--- src/rtl/ccc_addr_assign_if.sv ---
// Byte stream from the target bus FSM, CSR address inputs and decoded CCC commit outputs.
// Single-cycle strobes; no backpressure: the decoder always accepts a presented byte.
interface ccc_addr_assign_if;
  logic       bus_start_i;
  logic       bus_stop_i;
  logic [7:0] rx_byte_i;
  logic       rx_byte_valid_i;
  logic       rx_is_addr_i;
  logic [6:0] static_addr_i;
  logic       static_addr_valid_i;
  logic [6:0] dyn_addr_i;
  logic       dyn_addr_valid_i;
  logic [6:0] virt_static_addr_i;
  logic       virt_static_addr_valid_i;
  logic [6:0] virt_dyn_addr_i;
  logic       virt_dyn_addr_valid_i;
  logic       ack_valid_o;
  logic       ack_o;
  logic [6:0] set_dasa_o;
  logic       set_dasa_valid_o;
  logic       set_dasa_virtual_device_o;
  logic       rstdaa_o;
  logic [6:0] newda_o;
  logic       set_newda_o;
  logic       set_newda_virtual_device_o;
  logic [7:0] rst_action_o;
  logic       rst_action_valid_o;

  modport slave (
    input  bus_start_i, bus_stop_i, rx_byte_i, rx_byte_valid_i, rx_is_addr_i,
    input  static_addr_i, static_addr_valid_i, dyn_addr_i, dyn_addr_valid_i,
    input  virt_static_addr_i, virt_static_addr_valid_i, virt_dyn_addr_i, virt_dyn_addr_valid_i,
    output ack_valid_o, ack_o, set_dasa_o, set_dasa_valid_o, set_dasa_virtual_device_o,
    output rstdaa_o, newda_o, set_newda_o, set_newda_virtual_device_o,
    output rst_action_o, rst_action_valid_o
  );

  modport master (
    output bus_start_i, bus_stop_i, rx_byte_i, rx_byte_valid_i, rx_is_addr_i,
    output static_addr_i, static_addr_valid_i, dyn_addr_i, dyn_addr_valid_i,
    output virt_static_addr_i, virt_static_addr_valid_i, virt_dyn_addr_i, virt_dyn_addr_valid_i,
    input  ack_valid_o, ack_o, set_dasa_o, set_dasa_valid_o, set_dasa_virtual_device_o,
    input  rstdaa_o, newda_o, set_newda_o, set_newda_virtual_device_o,
    input  rst_action_o, rst_action_valid_o
  );
endinterface

--- src/rtl/ccc_addr_assign.sv ---
// Target-side decoder for SETDASA/SETNEWDA/RSTDAA/RSTACT; all outputs registered, 1 cycle after the byte.
// No backpressure: every presented byte is consumed in the cycle it is valid.
module ccc_addr_assign #(
  parameter bit         VirtEn    = 1'b1,
  parameter logic [6:0] BcastAddr = 7'h7E
) (
  input logic clk_i,
  input logic rst_ni,
  ccc_addr_assign_if.slave bus
);

  localparam logic [7:0] CccRstdaa    = 8'h06;
  localparam logic [7:0] CccRstactBc  = 8'h2A;
  localparam logic [7:0] CccRstactDir = 8'h9A;
  localparam logic [7:0] CccSetdasa   = 8'h87;
  localparam logic [7:0] CccSetnewda  = 8'h88;

  typedef enum logic [3:0] {
    ST_IDLE, ST_BC_HDR, ST_CCC_CODE, ST_BC_DEF, ST_DIR_DEF,
    ST_DIR_SR, ST_DIR_ADDR, ST_DIR_DATA, ST_RSTDAA_V, ST_SKIP
  } state_e;

  state_e     state_q, state_d;
  logic [7:0] code_q, code_d;
  logic [7:0] def_q, def_d;
  logic       virt_q, virt_d;
  logic       arm_q, arm_d;
  logic       ack_vld_q, ack_vld_d, ack_q, ack_d;
  logic [6:0] dasa_q, dasa_d;
  logic       dasa_vld_q, dasa_vld_d, dasa_virt_q, dasa_virt_d;
  logic       rstdaa_q, rstdaa_d;
  logic [6:0] newda_q, newda_d;
  logic       newda_vld_q, newda_vld_d, newda_virt_q, newda_virt_d;
  logic [7:0] ra_q, ra_d;
  logic       ra_vld_q, ra_vld_d;

  logic [6:0] rx_addr;
  logic       rx_rnw, bcast_hdr, data_ok, main_hit, virt_hit;

  assign rx_addr   = bus.rx_byte_i[7:1];
  assign rx_rnw    = bus.rx_byte_i[0];
  assign bcast_hdr = bus.rx_is_addr_i && (bus.rx_byte_i == {BcastAddr, 1'b0});
  assign data_ok   = !rx_rnw && (rx_addr != 7'h00) && (rx_addr != BcastAddr);

  // Address match rules depend on which direct CCC is in flight.
  always_comb begin
    main_hit = 1'b0;
    virt_hit = 1'b0;
    case (code_q)
      CccSetdasa: begin
        main_hit = !rx_rnw && bus.static_addr_valid_i && (rx_addr == bus.static_addr_i)
                   && !bus.dyn_addr_valid_i;
        virt_hit = !rx_rnw && bus.virt_static_addr_valid_i && (rx_addr == bus.virt_static_addr_i)
                   && !bus.virt_dyn_addr_valid_i;
      end
      CccSetnewda: begin
        main_hit = !rx_rnw && bus.dyn_addr_valid_i && (rx_addr == bus.dyn_addr_i);
        virt_hit = !rx_rnw && bus.virt_dyn_addr_valid_i && (rx_addr == bus.virt_dyn_addr_i);
      end
      CccRstactDir: begin
        main_hit = bus.dyn_addr_valid_i && (rx_addr == bus.dyn_addr_i);
        virt_hit = bus.virt_dyn_addr_valid_i && (rx_addr == bus.virt_dyn_addr_i);
      end
      default: ;
    endcase
    virt_hit = virt_hit && VirtEn;
  end

  always_comb begin
    state_d      = state_q;
    code_d       = code_q;
    def_d        = def_q;
    virt_d       = virt_q;
    arm_d        = arm_q;
    ack_vld_d    = 1'b0;
    ack_d        = 1'b0;
    dasa_d       = dasa_q;
    dasa_vld_d   = 1'b0;
    dasa_virt_d  = 1'b0;
    rstdaa_d     = 1'b0;
    newda_d      = newda_q;
    newda_vld_d  = 1'b0;
    newda_virt_d = 1'b0;
    ra_d         = ra_q;
    ra_vld_d     = ra_vld_q;
    if (state_q == ST_RSTDAA_V) begin
      // Second half of RSTDAA (virtual device); a START seen here is honoured afterwards.
      rstdaa_d    = 1'b1;
      dasa_virt_d = 1'b1;
      dasa_d      = 7'h00;
      state_d     = bus.bus_start_i ? ST_BC_HDR : ST_IDLE;
    end else begin
      if (bus.bus_start_i) begin
        case (state_q)
          ST_IDLE:   state_d = ST_BC_HDR;
          ST_DIR_SR: state_d = ST_DIR_ADDR;
          default: begin
            state_d = ST_BC_HDR;
            arm_d   = 1'b0;
          end
        endcase
      end else begin
        case (state_q)
          ST_BC_HDR:
            if (bus.rx_byte_valid_i) state_d = bcast_hdr ? ST_CCC_CODE : ST_SKIP;
          ST_CCC_CODE:
            if (bus.rx_byte_valid_i) begin
              state_d = ST_SKIP;
              if (!bus.rx_is_addr_i) begin
                code_d = bus.rx_byte_i;
                case (bus.rx_byte_i)
                  CccRstdaa:               arm_d   = 1'b1;
                  CccRstactBc:             state_d = ST_BC_DEF;
                  CccRstactDir:            state_d = ST_DIR_DEF;
                  CccSetdasa, CccSetnewda: state_d = ST_DIR_SR;
                  default: ;
                endcase
              end
            end
          ST_BC_DEF:
            if (bus.rx_byte_valid_i) begin
              state_d = ST_SKIP;
              if (!bus.rx_is_addr_i) begin
                ra_d     = bus.rx_byte_i;
                ra_vld_d = 1'b1;
              end
            end
          ST_DIR_DEF:
            if (bus.rx_byte_valid_i) begin
              state_d = bus.rx_is_addr_i ? ST_SKIP : ST_DIR_SR;
              def_d   = bus.rx_byte_i;
            end
          ST_DIR_ADDR:
            if (bus.rx_byte_valid_i) begin
              if (!bus.rx_is_addr_i) begin
                state_d = ST_SKIP;
              end else if (bcast_hdr) begin
                state_d = ST_CCC_CODE;
              end else begin
                ack_vld_d = 1'b1;
                ack_d     = main_hit || virt_hit;
                virt_d    = !main_hit;
                state_d   = (main_hit || virt_hit) ? ST_DIR_DATA : ST_DIR_SR;
              end
            end
          ST_DIR_DATA:
            // Direct RSTACT needs no data byte: commit on the cycle the ACK is seen.
            if (code_q == CccRstactDir) begin
              ra_d     = def_q;
              ra_vld_d = 1'b1;
              state_d  = ST_DIR_SR;
            end else if (bus.rx_byte_valid_i) begin
              state_d = ST_DIR_SR;
              if (bus.rx_is_addr_i) begin
                state_d = ST_SKIP;
              end else if (data_ok && code_q == CccSetdasa) begin
                dasa_d      = rx_addr;
                dasa_vld_d  = 1'b1;
                dasa_virt_d = virt_q;
              end else if (data_ok) begin
                newda_d      = rx_addr;
                newda_vld_d  = 1'b1;
                newda_virt_d = virt_q;
              end
            end
          default: ;
        endcase
      end
      if (bus.bus_stop_i) begin
        state_d = ST_IDLE;
        if (arm_d) begin
          rstdaa_d = 1'b1;
          dasa_d   = 7'h00;
          arm_d    = 1'b0;
          state_d  = VirtEn ? ST_RSTDAA_V : ST_IDLE;
        end
      end
    end
  end

  always_ff @(posedge clk_i or negedge rst_ni) begin
    if (!rst_ni) begin
      state_q      <= ST_IDLE;
      code_q       <= 8'h00;
      def_q        <= 8'h00;
      virt_q       <= 1'b0;
      arm_q        <= 1'b0;
      ack_vld_q    <= 1'b0;
      ack_q        <= 1'b0;
      dasa_q       <= 7'h00;
      dasa_vld_q   <= 1'b0;
      dasa_virt_q  <= 1'b0;
      rstdaa_q     <= 1'b0;
      newda_q      <= 7'h00;
      newda_vld_q  <= 1'b0;
      newda_virt_q <= 1'b0;
      ra_q         <= 8'h00;
      ra_vld_q     <= 1'b0;
    end else begin
      state_q      <= state_d;
      code_q       <= code_d;
      def_q        <= def_d;
      virt_q       <= virt_d;
      arm_q        <= arm_d;
      ack_vld_q    <= ack_vld_d;
      ack_q        <= ack_d;
      dasa_q       <= dasa_d;
      dasa_vld_q   <= dasa_vld_d;
      dasa_virt_q  <= dasa_virt_d;
      rstdaa_q     <= rstdaa_d;
      newda_q      <= newda_d;
      newda_vld_q  <= newda_vld_d;
      newda_virt_q <= newda_virt_d;
      ra_q         <= ra_d;
      ra_vld_q     <= ra_vld_d;
    end
  end

  assign bus.ack_valid_o                = ack_vld_q;
  assign bus.ack_o                      = ack_q;
  assign bus.set_dasa_o                 = dasa_q;
  assign bus.set_dasa_valid_o           = dasa_vld_q;
  assign bus.set_dasa_virtual_device_o  = dasa_virt_q && VirtEn;
  assign bus.rstdaa_o                   = rstdaa_q;
  assign bus.newda_o                    = newda_q;
  assign bus.set_newda_o                = newda_vld_q;
  assign bus.set_newda_virtual_device_o = newda_virt_q && VirtEn;
  assign bus.rst_action_o               = ra_q;
  assign bus.rst_action_valid_o         = ra_vld_q;

endmodule

--- src/flat_wrapper.sv ---
// flat-port wrapper written by rule: the top's interface ports become plain ports
module ccc_addr_assign_flat 
#(
  parameter bit         VirtEn    = 1'b1,
  parameter logic [6:0] BcastAddr = 7'h7E
)
  (clk_i, rst_ni, bus_bus_start_i, bus_bus_stop_i, bus_rx_byte_i, bus_rx_byte_valid_i, bus_rx_is_addr_i, bus_static_addr_i, bus_static_addr_valid_i, bus_dyn_addr_i, bus_dyn_addr_valid_i, bus_virt_static_addr_i, bus_virt_static_addr_valid_i, bus_virt_dyn_addr_i, bus_virt_dyn_addr_valid_i, bus_ack_valid_o, bus_ack_o, bus_set_dasa_o, bus_set_dasa_valid_o, bus_set_dasa_virtual_device_o, bus_rstdaa_o, bus_newda_o, bus_set_newda_o, bus_set_newda_virtual_device_o, bus_rst_action_o, bus_rst_action_valid_o);
  ccc_addr_assign_if bus_i ();
  input logic clk_i;
  input logic rst_ni;
  input wire logic [$bits(bus_i.bus_start_i)-1:0] bus_bus_start_i;
  input wire logic [$bits(bus_i.bus_stop_i)-1:0] bus_bus_stop_i;
  input wire logic [$bits(bus_i.rx_byte_i)-1:0] bus_rx_byte_i;
  input wire logic [$bits(bus_i.rx_byte_valid_i)-1:0] bus_rx_byte_valid_i;
  input wire logic [$bits(bus_i.rx_is_addr_i)-1:0] bus_rx_is_addr_i;
  input wire logic [$bits(bus_i.static_addr_i)-1:0] bus_static_addr_i;
  input wire logic [$bits(bus_i.static_addr_valid_i)-1:0] bus_static_addr_valid_i;
  input wire logic [$bits(bus_i.dyn_addr_i)-1:0] bus_dyn_addr_i;
  input wire logic [$bits(bus_i.dyn_addr_valid_i)-1:0] bus_dyn_addr_valid_i;
  input wire logic [$bits(bus_i.virt_static_addr_i)-1:0] bus_virt_static_addr_i;
  input wire logic [$bits(bus_i.virt_static_addr_valid_i)-1:0] bus_virt_static_addr_valid_i;
  input wire logic [$bits(bus_i.virt_dyn_addr_i)-1:0] bus_virt_dyn_addr_i;
  input wire logic [$bits(bus_i.virt_dyn_addr_valid_i)-1:0] bus_virt_dyn_addr_valid_i;
  output wire logic [$bits(bus_i.ack_valid_o)-1:0] bus_ack_valid_o;
  output wire logic [$bits(bus_i.ack_o)-1:0] bus_ack_o;
  output wire logic [$bits(bus_i.set_dasa_o)-1:0] bus_set_dasa_o;
  output wire logic [$bits(bus_i.set_dasa_valid_o)-1:0] bus_set_dasa_valid_o;
  output wire logic [$bits(bus_i.set_dasa_virtual_device_o)-1:0] bus_set_dasa_virtual_device_o;
  output wire logic [$bits(bus_i.rstdaa_o)-1:0] bus_rstdaa_o;
  output wire logic [$bits(bus_i.newda_o)-1:0] bus_newda_o;
  output wire logic [$bits(bus_i.set_newda_o)-1:0] bus_set_newda_o;
  output wire logic [$bits(bus_i.set_newda_virtual_device_o)-1:0] bus_set_newda_virtual_device_o;
  output wire logic [$bits(bus_i.rst_action_o)-1:0] bus_rst_action_o;
  output wire logic [$bits(bus_i.rst_action_valid_o)-1:0] bus_rst_action_valid_o;
  assign bus_i.bus_start_i = bus_bus_start_i;
  assign bus_i.bus_stop_i = bus_bus_stop_i;
  assign bus_i.rx_byte_i = bus_rx_byte_i;
  assign bus_i.rx_byte_valid_i = bus_rx_byte_valid_i;
  assign bus_i.rx_is_addr_i = bus_rx_is_addr_i;
  assign bus_i.static_addr_i = bus_static_addr_i;
  assign bus_i.static_addr_valid_i = bus_static_addr_valid_i;
  assign bus_i.dyn_addr_i = bus_dyn_addr_i;
  assign bus_i.dyn_addr_valid_i = bus_dyn_addr_valid_i;
  assign bus_i.virt_static_addr_i = bus_virt_static_addr_i;
  assign bus_i.virt_static_addr_valid_i = bus_virt_static_addr_valid_i;
  assign bus_i.virt_dyn_addr_i = bus_virt_dyn_addr_i;
  assign bus_i.virt_dyn_addr_valid_i = bus_virt_dyn_addr_valid_i;
  assign bus_ack_valid_o = bus_i.ack_valid_o;
  assign bus_ack_o = bus_i.ack_o;
  assign bus_set_dasa_o = bus_i.set_dasa_o;
  assign bus_set_dasa_valid_o = bus_i.set_dasa_valid_o;
  assign bus_set_dasa_virtual_device_o = bus_i.set_dasa_virtual_device_o;
  assign bus_rstdaa_o = bus_i.rstdaa_o;
  assign bus_newda_o = bus_i.newda_o;
  assign bus_set_newda_o = bus_i.set_newda_o;
  assign bus_set_newda_virtual_device_o = bus_i.set_newda_virtual_device_o;
  assign bus_rst_action_o = bus_i.rst_action_o;
  assign bus_rst_action_valid_o = bus_i.rst_action_valid_o;
  ccc_addr_assign #(.VirtEn(VirtEn), .BcastAddr(BcastAddr)) u_core (.clk_i(clk_i), .rst_ni(rst_ni), .bus(bus_i));
endmodule
--- config.mk ---
export PLATFORM = sky130hd
export DESIGN_NAME = ccc_addr_assign_flat
export DESIGN_NICKNAME = d
export VERILOG_FILES = /design/src/rtl/ccc_addr_assign_if.sv /design/src/rtl/ccc_addr_assign.sv /design/src/flat_wrapper.sv
export SDC_FILE = /design/constraint.sdc
export NUM_CORES = 1
export LEC_CHECK = 0
export ABC_AREA = 1
export CELL_PAD_IN_SITES_DETAIL_PLACEMENT = 0
export CELL_PAD_IN_SITES_GLOBAL_PLACEMENT = 1
export CORE_MARGIN = 2
export CORE_UTILIZATION = 35
export CTS_BUF_LIST = sky130_fd_sc_hd__clkbuf_16
export DETAILED_ROUTE_END_ITERATION = 8
export PLACE_DENSITY = 0.8
export SLEW_MARGIN = 15
export SYNTH_ARGS = -nofsm -noshare
export SYNTH_HDL_FRONTEND = slang
export SYNTH_SLANG_ARGS = --single-unit
export TNS_END_PERCENT = 20
--- constraint.sdc ---
create_clock -name clk_i -period 4.1 [get_ports clk_i]
set_clock_uncertainty 0.1 [all_clocks]
set_input_delay 0.615 -clock clk_i [delete_from_list [all_inputs] [get_ports clk_i]]
set_output_delay 0.615 -clock clk_i [all_outputs]
set_load 0.01 [all_outputs]
==> results by group <==
Clocking
  • Setup bufs post-CTS: 0
  • Root buffer cell: clkbuf_16
  • CTS tree: done
  • Clock Sinks: 52
  • Clock Latency Late Sink: roughly 300 ps
  • CTS Buf Count: 5
  • Clk pin slew, worst setup/hold paths: 70 ps
  • Post-CTS Resized: 0
  • Max Buffers Root-to-Sink: 2
  • # hold bufs at CTS: 0
  • H-tree depth: 2

Drt
  • 1st-iter DRT viols: slightly above 200
  • Final ANT Viol Nets: 0
  • First-pass iteration count of the detailed router: 4
  • DRC errors left: 0
  • Vias per inst: between 4 and 5
  • Via count: 3093
  • Drt wl/cell: 14.6 um
  • Total wire length: 9.19 mm

Critical path
  • CP max stage delay: 800 ps
  • Worst r2r path cells: 11
  • Critical Path Source: bus_rx_byte_i[3]
  • Critical Path AT: slightly below 3000 ps
  • FF-to-FF setup slack: 1660 ps
  • Critical R2R Launch: u_core.state_q[3]
  • Launching element type of the critical path: input port
  • Critical path class: input port to flop
  • Crit. End Element: flop
  • Critical Path RT: between 4000 and 5000 ps
  • CP Max Fanout: 12
  • CP cell instances: clkdlybuf4s50_1 -> inv_1 -> nand4_1 -> nand3_1 -> nand2_1 -> nand3_1 -> nor2_2 -> nor2_1 -> a211oi_1
  • Most Frequent Cell on Critical Path: nand3_1
  • FF-to-FF End: u_core.bus.set_dasa_o[1]
  • CP max-delay cell: clkdlybuf4s50_1

Floorplanning
  • Row cnt: 34
  • Die H: 98.5 um
  • Initial Utilization: between 30% and 40%
  • I/O pins: 76
  • Die area: 9690 um^2
  • Area of the core: 8680 um^2
  • Die width: 98.5 um

Logic synthesis
  • Syn. warnings: 0
  • Main combinational cell family by area after synthesis: simple AND/OR/NAND/NOR gates
  • Post-synth EDFFs: 0
  • Post-Syn Instances: 448
  • Compound-gate portion of the synthesized area: 12.8%
  • Cell area after synthesis: approximately 3100 um^2
  • Count leader, synth: nand2_1
  • Mux cell area share after synthesis: 0%
  • Seq/Total Area, Yosys: between 40% and 50%
  • Post-synth top cells: nand2_1, nor2_1, inv_1, dfrtp_1, o21ai_0
  • Synth Flop Type: dfrtp_1
  • Top-area cell type share of the netlist area: 41.7%
  • Synth area leaders: dfrtp_1, nand2_1, nor2_1
  • Synth Area in XOR/XNOR: 2.52%
  • Mapped Nets: 494
  • Simple-gate share of the synthesized area: between 30% and 40%
  • Syn avg cell area: 6.97 um^2
  • #FFs+latches synth: 52
  • Area leader, netlist: dfrtp_1
  • Netlist cell types: 37
  • Async SR Flop Fraction: 100%
  • Post-synthesis adder-cell area fraction: 0%

GRT
  • Largest net degree at the start of global routing: 53
  • Initial antenna violation count: 0
  • GRT overflow: 0
  • Gr usage total: 19.6%
  • First-pass GRT wire length: 15.2 mm
  • Vias in the first global route: 3080

Power and ir drop
  • Switching Share: 28.9%
  • Lkg Pwr: 1.98 nW
  • Comb power frac: a little under 20%
  • PD cells: 298 nW/um^2
  • Internal power: 0.865 mW
  • Sequential fraction of design power: between 40% and 50%
  • Clk pwr share: about 36%
  • Max VDD drop: between 150 and 200 uV
  • Switching power: 0.352 mW

Run status
  • Outcome: completed

Timing
  • Final min period: 2790 ps
  • Worst-Margin Slew: 663 ps
  • Rel. slew slack: between 50% and 60%
  • Crit share post-route: about two thirds
  • RSZ-0062 raised after global routing: no
  • Hold_ws: about 320 ps
  • Pins Over Slew Limit: 0
  • Final setup vio count: 0
  • Setup TNS: 0 ps
  • Fmax: 359 MHz
  • Fin. Hold Viols: 0

Placed design
  • I/O Buffers: 75
  • Post-DP Area: about 4000 um^2
  • Post-DP HPWL: 7.14 mm
  • GPL Wtd Cong: 0.874

Layout
  • Layout cell share with drive strength beyond 1: 6.92%
  • Antenna cells: 0
  • Design area: around 4100 um^2
  • P&R area growth vs syn: 31.0%
  • Core Util, Final: a little under half
  • Nets: approximately 570

Flow run
  • Max cap viols: 0

Min path
  • Hold Crit Class: input port to async pin
==> cell usage in the layout (no fill, tap or decap), types with 2 or more instances in the layout <==
cell type,instances
nor2_1,64
o22ai_1,3
inv_2,6
nor3_1,3
nand4_1,9
clkbuf_16,5
nand3_1,13
a21oi_1,6
a31oi_1,9
clkdlybuf4s50_1,74
nand2_1,143
nand2_2,3
xnor2_1,9
o21ai_0,24
dfrtp_1,52
a211oi_1,6
o221ai_1,2
o21ai_2,7
inv_1,58
nor2_2,2
buf_4,2
o21ai_1,2
==> sequential cells by signal, indices dropped and copies added, names as in the netlist, 4 cells and up <==
name                     count
u_core.def_q                 8
u_core.bus.rst_action_o      8
u_core.bus.newda_o           7
u_core.bus.set_dasa_o        7
u_core.code_q                8
u_core.state_q               4
==> how the worst max path moves through the flow <==
stage / end / slack [ps] / depth (start not counted)
global route: u_core.bus.set_dasa_o[1] / 1080 / 9
finish: u_core.bus.set_dasa_o[1] / 1310 / 9
floorplan: u_core.state_q[0] / 2150 / 12
global placement: u_core.bus.set_dasa_o[2] / 1040 / 9
CTS: u_core.bus.set_dasa_o[1] / 1310 / 9
detailed placement: u_core.bus.set_dasa_o[1] / 990 / 9
==> logic make-up after synthesis <==
logic type,count (synthesis)
xor gates and xnor gates,9
and+or+nand+nor,245
DFF,52
AOI/OAI and AO/OA,63
buffers and inverters,79
==> worst max-delay path, delay by kind of cell <==
family / cells / cell delay [ps]
AO/OA/AOI/OAI: 1 / 180
buffers and inverters: 2 / 1130
AND/OR/NAND/NOR: 6 / 960
==> per-layer routing <==
metal / track usage [%] / share of wire (%) / wire length, um
met1: 26.8 / 46 / 4220
met2: 32.2 / 48 / 4400
met3: 2.70 / 4.5 / 411
met4: 6.64 / 1.7 / 159
met5: 0 / 0 / 0
==> power by group through the flow <==
stage               clock network (mW)  registers [mW]  logic, mW
floorplan                            0           0.559      0.115
global placement                     0           0.554      0.240
detailed placement                   0           0.555      0.237
CTS                              0.447           0.545      0.238
global route                     0.464           0.549      0.263
finish                           0.436           0.545      0.236
==> layout make-up <==
class	instances	area, um^2
flip-flops and latches	52	1300
clock inverters	3	27.5
fillers	933	4590
multi-input cells	317	1490
repair buffers	77	761
inverters	66	249
well taps	108	135
clock buffers	5	125
==> through the flow <==
stage               setup WS [ps]  power (mW)  std cells
floorplan                    2150       0.673        448
global placement             1040       0.795        620
detailed placement            993       0.793        620
CTS                          1310        1.23        628
global route                 1080        1.28        628
finish                       1310        1.22        628
Power figures use the tool's default switching activity.
